File: src/rtl/ccff_config_loader.sv
// Configuration-chain loader: byte stream in, MSB-first serial bits plus divided prog_clk out.
// Define CCFF_CRC_CHECK_EN to add a trailing CRC-8 byte check before the fabric is released.
module ccff_config_loader #(
  parameter int unsigned CHAIN_LEN = 512,
  parameter int unsigned CLK_DIV   = 2
) (
  input  logic       clk,
  input  logic       rst_n,
  input  logic       start,
  input  logic [7:0] byte_data,
  input  logic       byte_valid,
  output logic       byte_ready,
  output logic       prog_clk,
  output logic       ccff_head,
  output logic       fabric_rst_n,
  output logic       busy,
  output logic       done,
  output logic       error
);

  localparam int unsigned CNT_W = $clog2(CHAIN_LEN + 1);
  localparam int unsigned DIV_W = 8;
  localparam logic [DIV_W-1:0] DIV_LAST = DIV_W'(CLK_DIV - 1);
  localparam logic [CNT_W-1:0] BIT_LAST = CNT_W'(CHAIN_LEN);

  typedef enum logic [2:0] {
    IDLE, FETCH, SHIFT_LO, SHIFT_HI, FINISH
`ifdef CCFF_CRC_CHECK_EN
    , CHECK
`endif
  } state_t;

  state_t           state_q, state_d;
  logic [CNT_W-1:0] bit_cnt_q, bit_cnt_d;
  logic [DIV_W-1:0] div_q, div_d;
  logic [2:0]       bit_idx_q, bit_idx_d;
  logic [7:0]       shreg_q, shreg_d;
  logic             ready_d, pclk_d, head_d, frst_d, busy_d, done_d;

`ifdef CCFF_CRC_CHECK_EN
  logic [7:0] crc_q, crc_d, crc_next;
  logic       err_d;
  logic       crc_fb;

  // Serial CRC-8, poly 0x07, fed with the bit leaving the shift register.
  always_comb begin
    crc_fb   = crc_q[7] ^ shreg_q[7];
    crc_next = {crc_q[6:0], 1'b0} ^ (crc_fb ? 8'h07 : 8'h00);
  end
`endif

  always_ff @(posedge clk or negedge rst_n) begin
    if (!rst_n) begin
      state_q      <= IDLE;
      bit_cnt_q    <= '0;
      div_q        <= '0;
      bit_idx_q    <= '0;
      shreg_q      <= '0;
      byte_ready   <= 1'b0;
      prog_clk     <= 1'b0;
      ccff_head    <= 1'b0;
      fabric_rst_n <= 1'b0;
      busy         <= 1'b0;
      done         <= 1'b0;
`ifdef CCFF_CRC_CHECK_EN
      crc_q        <= '0;
      error        <= 1'b0;
`endif
    end else begin
      state_q      <= state_d;
      bit_cnt_q    <= bit_cnt_d;
      div_q        <= div_d;
      bit_idx_q    <= bit_idx_d;
      shreg_q      <= shreg_d;
      byte_ready   <= ready_d;
      prog_clk     <= pclk_d;
      ccff_head    <= head_d;
      fabric_rst_n <= frst_d;
      busy         <= busy_d;
      done         <= done_d;
`ifdef CCFF_CRC_CHECK_EN
      crc_q        <= crc_d;
      error        <= err_d;
`endif
    end
  end

`ifndef CCFF_CRC_CHECK_EN
  assign error = 1'b0;
`endif

  always_comb begin
    state_d   = state_q;
    bit_cnt_d = bit_cnt_q;
    div_d     = div_q;
    bit_idx_d = bit_idx_q;
    shreg_d   = shreg_q;
    head_d    = ccff_head;
    frst_d    = fabric_rst_n;
    busy_d    = busy;
    done_d    = done;
`ifdef CCFF_CRC_CHECK_EN
    crc_d     = crc_q;
    err_d     = error;
`endif

    unique case (state_q)
      IDLE: begin
        if (start) begin
          state_d   = FETCH;
          busy_d    = 1'b1;
          done_d    = 1'b0;
          frst_d    = 1'b0;
          bit_cnt_d = '0;
          bit_idx_d = '0;
`ifdef CCFF_CRC_CHECK_EN
          err_d     = 1'b0;
          crc_d     = '0;
`endif
        end
      end
      FETCH: begin
        if (byte_valid && byte_ready) begin
          shreg_d = byte_data;
          head_d  = byte_data[7];
          div_d   = '0;
          state_d = SHIFT_LO;
        end
      end
      SHIFT_LO: begin
        if (div_q == DIV_LAST) begin
          div_d   = '0;
          state_d = SHIFT_HI;
        end else begin
          div_d = div_q + DIV_W'(1);
        end
      end
      SHIFT_HI: begin
        if (div_q == DIV_LAST) begin
          div_d     = '0;
          bit_cnt_d = bit_cnt_q + CNT_W'(1);
          bit_idx_d = bit_idx_q + 3'd1;
          shreg_d   = {shreg_q[6:0], 1'b0};
`ifdef CCFF_CRC_CHECK_EN
          crc_d     = crc_next;
`endif
          // Chain length wins over byte boundary so a partial last byte is dropped.
          if (bit_cnt_d == BIT_LAST) begin
            head_d = 1'b0;
`ifdef CCFF_CRC_CHECK_EN
            state_d = CHECK;
`else
            state_d = FINISH;
`endif
          end else if (bit_idx_q == 3'd7) begin
            state_d = FETCH;
          end else begin
            head_d  = shreg_q[6];
            state_d = SHIFT_LO;
          end
        end else begin
          div_d = div_q + DIV_W'(1);
        end
      end
`ifdef CCFF_CRC_CHECK_EN
      CHECK: begin
        if (byte_valid && byte_ready) begin
          if (byte_data == crc_q) begin
            state_d = FINISH;
          end else begin
            state_d = IDLE;
            err_d   = 1'b1;
            done_d  = 1'b1;
            busy_d  = 1'b0;
          end
        end
      end
`endif
      FINISH: begin
        head_d  = 1'b0;
        frst_d  = 1'b1;
        busy_d  = 1'b0;
        done_d  = 1'b1;
        state_d = IDLE;
      end
      default: state_d = IDLE;
    endcase

    ready_d = (state_d == FETCH);
`ifdef CCFF_CRC_CHECK_EN
    if (state_d == CHECK) ready_d = 1'b1;
`endif
    pclk_d = (state_d == SHIFT_HI);
  end

endmodule

File: config.mk
export PLATFORM = sky130hd
export DESIGN_NAME = ccff_config_loader
export DESIGN_NICKNAME = d
export VERILOG_FILES = /design/src/rtl/ccff_config_loader.sv
export SDC_FILE = /design/constraint.sdc
export NUM_CORES = 1
export LEC_CHECK = 0
export CORE_ASPECT_RATIO = 1.1
export CORE_MARGIN = 4
export CORE_UTILIZATION = 56
export CTS_CLUSTER_SIZE = 24
export DETAILED_ROUTE_END_ITERATION = 10
export GPL_TIMING_DRIVEN = 0
export PLACE_DENSITY = 0.78
export SLEW_MARGIN = 5
export SYNTH_ARGS = -nofsm -noshare
export SYNTH_HDL_FRONTEND = slang
export SYNTH_SLANG_ARGS = --single-unit
File: constraint.sdc
create_clock -name clk -period 2.3 [get_ports clk]
set_input_delay 0.46 -clock clk [delete_from_list [all_inputs] [get_ports clk]]
set_output_delay 0.46 -clock clk [all_outputs]
set_load 0.03 [all_outputs]
==> flow_summary.ini, run 1 <==
[setup_path]
criticalPathCategory = reg2reg
rr_worst_depth = 10
slowest_stage_delay_on_critical_path_ns = 0.46
crit_path_start_kind = register
cp_common_cell = sky130_fd_sc_hd__buf_6
r2r_end = bit_cnt_q[8]
cp.arrival_ns = 2.44
cp_max_fo = 7
cp.required_ns = 2.52
reg2reg_from = div_q[1]
critPathBufInv = 3
crit_slowest_cell = sky130_fd_sc_hd__or4b_4
worstSetupEndpointType = register
path_delay_family = simple AND/OR/NAND/NOR gates
cp.depth = 10
cells_traversed_along_the_worst_timing_path = inv_1 > ha_2 > or4b_4 > nor4_4 > buf_6 > nand3_4 > a21o_1 > buf_6 > o21ai_4 > o41ai_2
r2r_slack_ns = 0.08

[pwr]
power_per_cell_area_nw_per_um2 = 874
report.power.total_mw = 2.07
vdd.ir_drop.worst_uv = 534
leakage_nw = 1.03

[layout]
design_area_sq_um = 2360
post_route_cells_drive_above_1_share_pct = 15.9
sequential_cell_area_sq_um = 901
multi_input_area_sq_um = 1060
design.final.nets = 268
final_util_pct = 69.8
antenna-diode-count = 0
area_growth_pct = 18.8
filler_cell_count = 292

[synthesis]
count_of_flip_flops_with_a_built_in_enable_after_synthesis = 0
netlist_instances = 222
postSynth.asyncResetShare_pct = 100
yosys_warnings = 0
seq_area_frac_synth_pct = 45.3
syn_avg_cell_area_sq_um = 8.97
yosysUniqueCellTypes = 50
netlist_area_sq_um = 1990
postSynthNetCount = 239
postSynth.topFlopCell = sky130_fd_sc_hd__dfrtp_1
postSynthRegisterBits = 36

[sta]
max_slew.worst_pin.slew_ns = 0.790
timing.clock.skew_ns = 0.00578
timing.final.crit_period_ns = 2.22
rsz_0062_raised_after_global_routing = true
setup_viol = 0
hold_viol = 0
post-route-period-util_pct = 96.5
postLayoutSetupSlackWorst_ns = 0.0800
fmax_mhz = 450
headroom_to_the_max_slew_limit_pct = 47.3
timing.final.max_slew_violations = 0

[clock_network]
path_clk_slew_ns = 0.11
worst_skew_pair.late_latency_ns = 0.34
ctsLongestPathBuffers = 2
tritoncts_clock_tree = built
cts_made_buffers = 5
clkSinkCount = 36
clockRootBuffer = sky130_fd_sc_hd__clkbuf_4
h-tree-depth = 2

[global_routing]
antenna_found_initial = 0
globalRouteOverflowTotal = 0
first_global_vias = 1513
gr-usage-all-layers_pct = 18.9
maximum_number_of_pins_on_one_net_before_global_route_repair = 37
grt_pass1_wl_mm = 6.82

[detailed_routing]
route.detailed.drc = 0
routed_wirelength_mm = 4.12
routed_wire_length_per_instance_microns = 13.7
antenna_left = 0
num_vias = 1672
via_per_inst = 5.57
drtPass1Iterations = 4
drt-initial-drc-count = 90

[placement]
preCtsSetupSlack_ns = -0.0115
placement.cell_area_sq_um = 2220
port_buffer_cells = 17
dp_hpwl_mm = 2.80
gp_congestion = 0.826

[die]
initial_utilization_pct = 58.8
die_width_microns = 64.8
placement_rows = 22
die_h_microns = 70.5
floorplan.core_area_sq_um = 3390
die_area_sq_um = 4570
num_io_pins = 19

[flow_run]
cap_viol_max_count = 0

[worst_hold_path]
min-delay-path-class = in2async

[outcome]
outcome = finished, final reports clean
[sequential cells by signal, summed over array words and instances, names as in the netlist]
| signal | cells |
|---|---|
| bit_cnt_q | 10 |
| div_q | 8 |
| shreg_q | 7 |
| bit_idx_q | 3 |
| state_q | 3 |
| busy | 1 |
| byte_ready | 1 |
| ccff_head | 1 |
| done | 1 |
| prog_clk | 1 |
[cell families (layout without fill, tap and decap cells)]
family	Yosys count	count (layout)	synth area share, %
simple gates	98	98	25.6
compound gates	62	62	19.0
flops	36	36	45.3
buf+inv	14	44	4.15
fa+ha+maj	5	5	3.14
xor+xnor	5	5	2.20
other cells	1	1	0.188
mux	1	1	0.503
[worst max-delay path by stage]
| stage | start | endpoint | slack [ns] |
|---|---|---|---|
| 2_1_floorplan | div_q[1] | bit_cnt_q[8] | 0.22 |
| 3_3_place_gp | rst_n | bit_idx_q[1] | -0.04 |
| 3_5_place_dp | div_q[1] | bit_cnt_q[3] | -0.01 |
| 4_1_cts | div_q[1] | bit_cnt_q[6] | 0.009 |
| 5_1_grt | div_q[1] | bit_cnt_q[8] | -0.04 |
| 6_report | div_q[1] | bit_cnt_q[8] | 0.08 |
[synthesized netlist by cell type, types with 3 or more instances]
| cell | instances | share of area [%] |
|---|---|---|
| sky130_fd_sc_hd__dfrtp_1 | 36 | 45 |
| sky130_fd_sc_hd__nand2_1 | 35 | 6.6 |
| sky130_fd_sc_hd__o21ai_0 | 22 | 5.5 |
| sky130_fd_sc_hd__nor2_1 | 20 | 3.8 |
| sky130_fd_sc_hd__a21oi_1 | 10 | 2.5 |
| sky130_fd_sc_hd__nand2b_1 | 7 | 2.2 |
| sky130_fd_sc_hd__a31oi_1 | 6 | 1.9 |
| sky130_fd_sc_hd__nand3_1 | 6 | 1.5 |
| sky130_fd_sc_hd__and3_1 | 5 | 1.6 |
| sky130_fd_sc_hd__ha_1 | 5 | 3.1 |
| sky130_fd_sc_hd__o21ai_1 | 5 | 1.3 |
| sky130_fd_sc_hd__a22o_1 | 4 | 1.8 |
| sky130_fd_sc_hd__clkbuf_1 | 4 | 0.75 |
| sky130_fd_sc_hd__nor2b_1 | 4 | 1.3 |
| sky130_fd_sc_hd__buf_2 | 3 | 0.75 |
| sky130_fd_sc_hd__buf_4 | 3 | 1.1 |
| sky130_fd_sc_hd__o31ai_1 | 3 | 1.1 |
| sky130_fd_sc_hd__xor2_1 | 3 | 1.3 |
[worst reg2reg max path, delay by kind of cell (launching register included)]
kind / cells / cell delay, ns
simple gates: 3 / 0.69
compound gates: 3 / 0.46
flops: 1 / 0.40
fa+ha+maj: 1 / 0.16
buf+inv: 3 / 0.41
[layout by cell type, fill, tap and decap left out, types with 3 or more instances in the layout]
cell and instances:
sky130_fd_sc_hd__a21oi_1 9, sky130_fd_sc_hd__a22o_1 4, sky130_fd_sc_hd__a31oi_1 6, sky130_fd_sc_hd__and3_1 5, sky130_fd_sc_hd__buf_2 4, sky130_fd_sc_hd__buf_4 7
sky130_fd_sc_hd__buf_6 3, sky130_fd_sc_hd__clkbuf_1 6, sky130_fd_sc_hd__clkbuf_4 5, sky130_fd_sc_hd__clkdlybuf4s50_1 16, sky130_fd_sc_hd__dfrtp_1 36, sky130_fd_sc_hd__ha_1 4
sky130_fd_sc_hd__nand2_1 35, sky130_fd_sc_hd__nand2b_1 7, sky130_fd_sc_hd__nand3_1 6, sky130_fd_sc_hd__nor2_1 20, sky130_fd_sc_hd__nor2b_1 4, sky130_fd_sc_hd__o21ai_0 19
sky130_fd_sc_hd__o21ai_1 4, sky130_fd_sc_hd__o21ai_2 3, sky130_fd_sc_hd__xor2_1 3
[per-layer routing]
layer | up-vias | part of all wire, % | wire [microns] | track usage [%]
met5 | - | 0 | 0 | 0
met4 | 0 | 1.7 | 68 | 7.04
met3 | 6 | 3.1 | 128 | 4.60
met2 | 26 | 49 | 2010 | 29.4
met1 | 791 | 46 | 1900 | 25.5
li1 | 849 | - | - | -
[stage by stage]
step                TNS, ns  hold WS [ns]  cells
finish                    0         0.193    300
global route         -0.210         0.235    300
CTS                       0         0.215    296
detailed placement  -0.0180         0.493    287
global placement      -1.56         0.489    287
floorplan                 0         0.164    222
[report_power, final]
part,switching (mW),internal [mW]
combinational,0.423,0.336
clock,0.204,0.151
sequential,0.147,0.806
[final cells by class]
type | count | area share, %
multi-input combinational | 172 | 44.7
sequential | 36 | 38.1
timing repair buffer | 23 | 8.94
buffer | 11 | 2.96
tap | 48 | 2.54
clock buffer | 8 | 2.49
inverter | 2 | 0.317
[what timing repair did]
item                       4_1_cts  5_1_grt
cloned                           0        1
resized for setup                0       14
setup buffers                    1        4
hold buffers                     0        0
pin swaps                        1        5
setup endpoints to repair        3       20
Note: power is estimated with default switching activity, not from simulation.
==> run 2, diff against run 1 <==
--- a/config.mk
+++ b/config.mk
@@ -12,6 +12,7 @@
 export DETAILED_ROUTE_END_ITERATION = 10
 export GPL_TIMING_DRIVEN = 0
 export PLACE_DENSITY = 0.78
+export SETUP_SLACK_MARGIN = 0.15
 export SLEW_MARGIN = 5
 export SYNTH_ARGS = -nofsm -noshare
 export SYNTH_HDL_FRONTEND = slang
==> flow_summary.ini, run 2 (synthesized netlist as in run 1, its figures left out) <==
[outcome]
outcome = finished, final reports clean

[detailed_routing]
via_per_inst = 5.60
drt-initial-drc-count = 93
drtPass1Iterations = 4
routed_wirelength_mm = 4.43
route.detailed.drc = 0
num_vias = 1725
antenna_left = 0
routed_wire_length_per_instance_microns = 14.4

[setup_path]
setup.worst_path.end = bit_cnt_q[8]
r2r_slack_ns = 0.10
r2r_end = bit_cnt_q[8]
criticalPathCategory = reg2reg
reg2reg_from = div_q[1]
cp_max_fo = 7
cp.required_ns = 2.51
cp.arrival_ns = 2.41
worstSetupEndpointType = register
timing.critical_path.from = div_q[1]
crit_path_start_kind = register
rr_worst_depth = 10

[pwr]
combinationalPowerShare_pct = 39.1
leakage_nw = 1.08
power_report.internal_total_mw = 1.35
vdd.ir_drop.worst_uv = 546
power_per_cell_area_nw_per_um2 = 870
netSwitchingPower_mw = 0.806
clock_power_share_pct = 16.3
sw_frac_of_total_pct = 37.4
power.sequential.fraction_pct = 44.7

[layout]
final_util_pct = 73.1
reg_top3 = bit_cnt_q: 10 flops, div_q: 8 flops, shreg_q: 7 flops
most_flop_heavy_register = bit_cnt_q
post_route_cells_drive_above_1_share_pct = 21.2
final_cell_mix = sky130_fd_sc_hd__dfrtp_1 (36), sky130_fd_sc_hd__nand2_1 (35), sky130_fd_sc_hd__o21ai_0 (18)
antenna-diode-count = 0
design.final.nets = 276
largest_reg_flops = 10
area_growth_pct = 24.4
layout_commonest_cell = sky130_fd_sc_hd__dfrtp_1

[die]
die_width_microns = 64.8
placement_rows = 22
initial_utilization_pct = 58.8
num_io_pins = 19
floorplan.core_area_sq_um = 3390
die_area_sq_um = 4570
die_h_microns = 70.5

[sta]
postLayoutSetupSlackWorst_ns = 0.100
max_slew.worst_pin.slew_ns = 0.798
finalSetupTns_ns = 0
fmax_mhz = 455
headroom_to_the_max_slew_limit_pct = 46.8
hold_viol = 0
post-route-period-util_pct = 95.6
timing.clock.skew_ns = 0.0121
rsz_0062_raised_after_global_routing = true
timing.final.max_slew_violations = 0
setup_viol = 0
timing.final.crit_period_ns = 2.20

[clock_network]
clockRootBuffer = sky130_fd_sc_hd__clkbuf_4
h-tree-depth = 2
path_clk_slew_ns = 0.11
cts_made_buffers = 5
ctsLongestPathBuffers = 2
worst_skew_pair.late_latency_ns = 0.34
clkSinkCount = 36
tritoncts_clock_tree = built

[placement]
preCtsSetupSlack_ns = -0.0115
gp_congestion = 0.826
dp_hpwl_mm = 2.80
port_buffer_cells = 17

[global_routing]
maximum_number_of_pins_on_one_net_before_global_route_repair = 37
antenna_found_initial = 0
grt_pass1_wl_mm = 6.98
gr-usage-all-layers_pct = 19.4
busiest_layer_in_global_routing = met2
gr-usage-met2_pct = 31.5
globalRouteOverflowTotal = 0
groute.layer.met1.usage_pct = 25.3
first_global_vias = 1550
grt_util_met3_pct = 4.44

[worst_hold_path]
min-delay-path-class = in2async

[flow_run]
cap_viol_max_count = 0
## run 2: critical path, stage by stage, from the launching register on
cell,delay [ns]
sky130_fd_sc_hd__dfrtp_1,0.40
sky130_fd_sc_hd__inv_2,0.06
sky130_fd_sc_hd__ha_2,0.15
sky130_fd_sc_hd__or4b_4,0.46
sky130_fd_sc_hd__nor4_4,0.15
sky130_fd_sc_hd__buf_6,0.17
sky130_fd_sc_hd__nand3_2,0.10
sky130_fd_sc_hd__a21o_4,0.25
sky130_fd_sc_hd__buf_6,0.14
sky130_fd_sc_hd__o21ai_4,0.12
sky130_fd_sc_hd__o41ai_2,0.07
## run 2: cell type report
type	instances	area, sq um
multi-input cells	172	1090
fillers	275	910
flip-flops and latches	36	901
repair buffers	30	278
plain buffers	12	83.8
well taps	48	60.1
clock buffers	8	58.8
inverters	2	7.51
## run 2: repair_timing
| action | in CTS | in global routing |
|---|---|---|
| endpoints found under the setup margin | 27 | 29 |
| pin swaps | 4 | 7 |
| setup buffers | 6 | 5 |
| cloned | 1 | 1 |
| hold buffers | 0 | 0 |
| resized for setup | 4 | 28 |
## run 2: how the worst min path moves through the flow
stage / start / end / slack, ns / cells past startpoint
2_1_floorplan: rst_n / bit_cnt_q[0] / 0.16 / 0
3_3_place_gp: bit_idx_q[0] / bit_idx_q[0] / 0.49 / 1
3_5_place_dp: bit_idx_q[0] / bit_idx_q[0] / 0.49 / 1
4_1_cts: rst_n / shreg_q[1] / 0.21 / 1
5_1_grt: rst_n / bit_cnt_q[7] / 0.24 / 1
6_report: rst_n / shreg_q[6] / 0.20 / 1
## run 2: power groups by stage
stage | combinational, mW | sequential (mW) | clock [mW]
after floorplan | 0.482 | 0.984 | 0
after global placement | 0.714 | 0.956 | 0
after detailed placement | 0.737 | 0.960 | 0
after CTS | 0.770 | 0.950 | 0.366
after global routing | 0.943 | 0.991 | 0.392
final | 0.841 | 0.962 | 0.350
## run 2: stage by stage
step / hold WS (ns) / power (mW) / instances / area [sq um]
2_1_floorplan: 0.164 / 1.47 / 222 / 1990
3_3_place_gp: 0.489 / 1.67 / 287 / 2220
3_5_place_dp: 0.493 / 1.70 / 287 / 2220
4_1_cts: 0.215 / 2.09 / 302 / 2330
5_1_grt: 0.237 / 2.33 / 308 / 2480
6_report: 0.197 / 2.15 / 308 / 2480
## run 2: routing by layer
metal,share of wire [%],routed length (microns)
met1,43,1910
met2,52,2300
met3,3.1,139
met4,1.7,76
met5,0,0
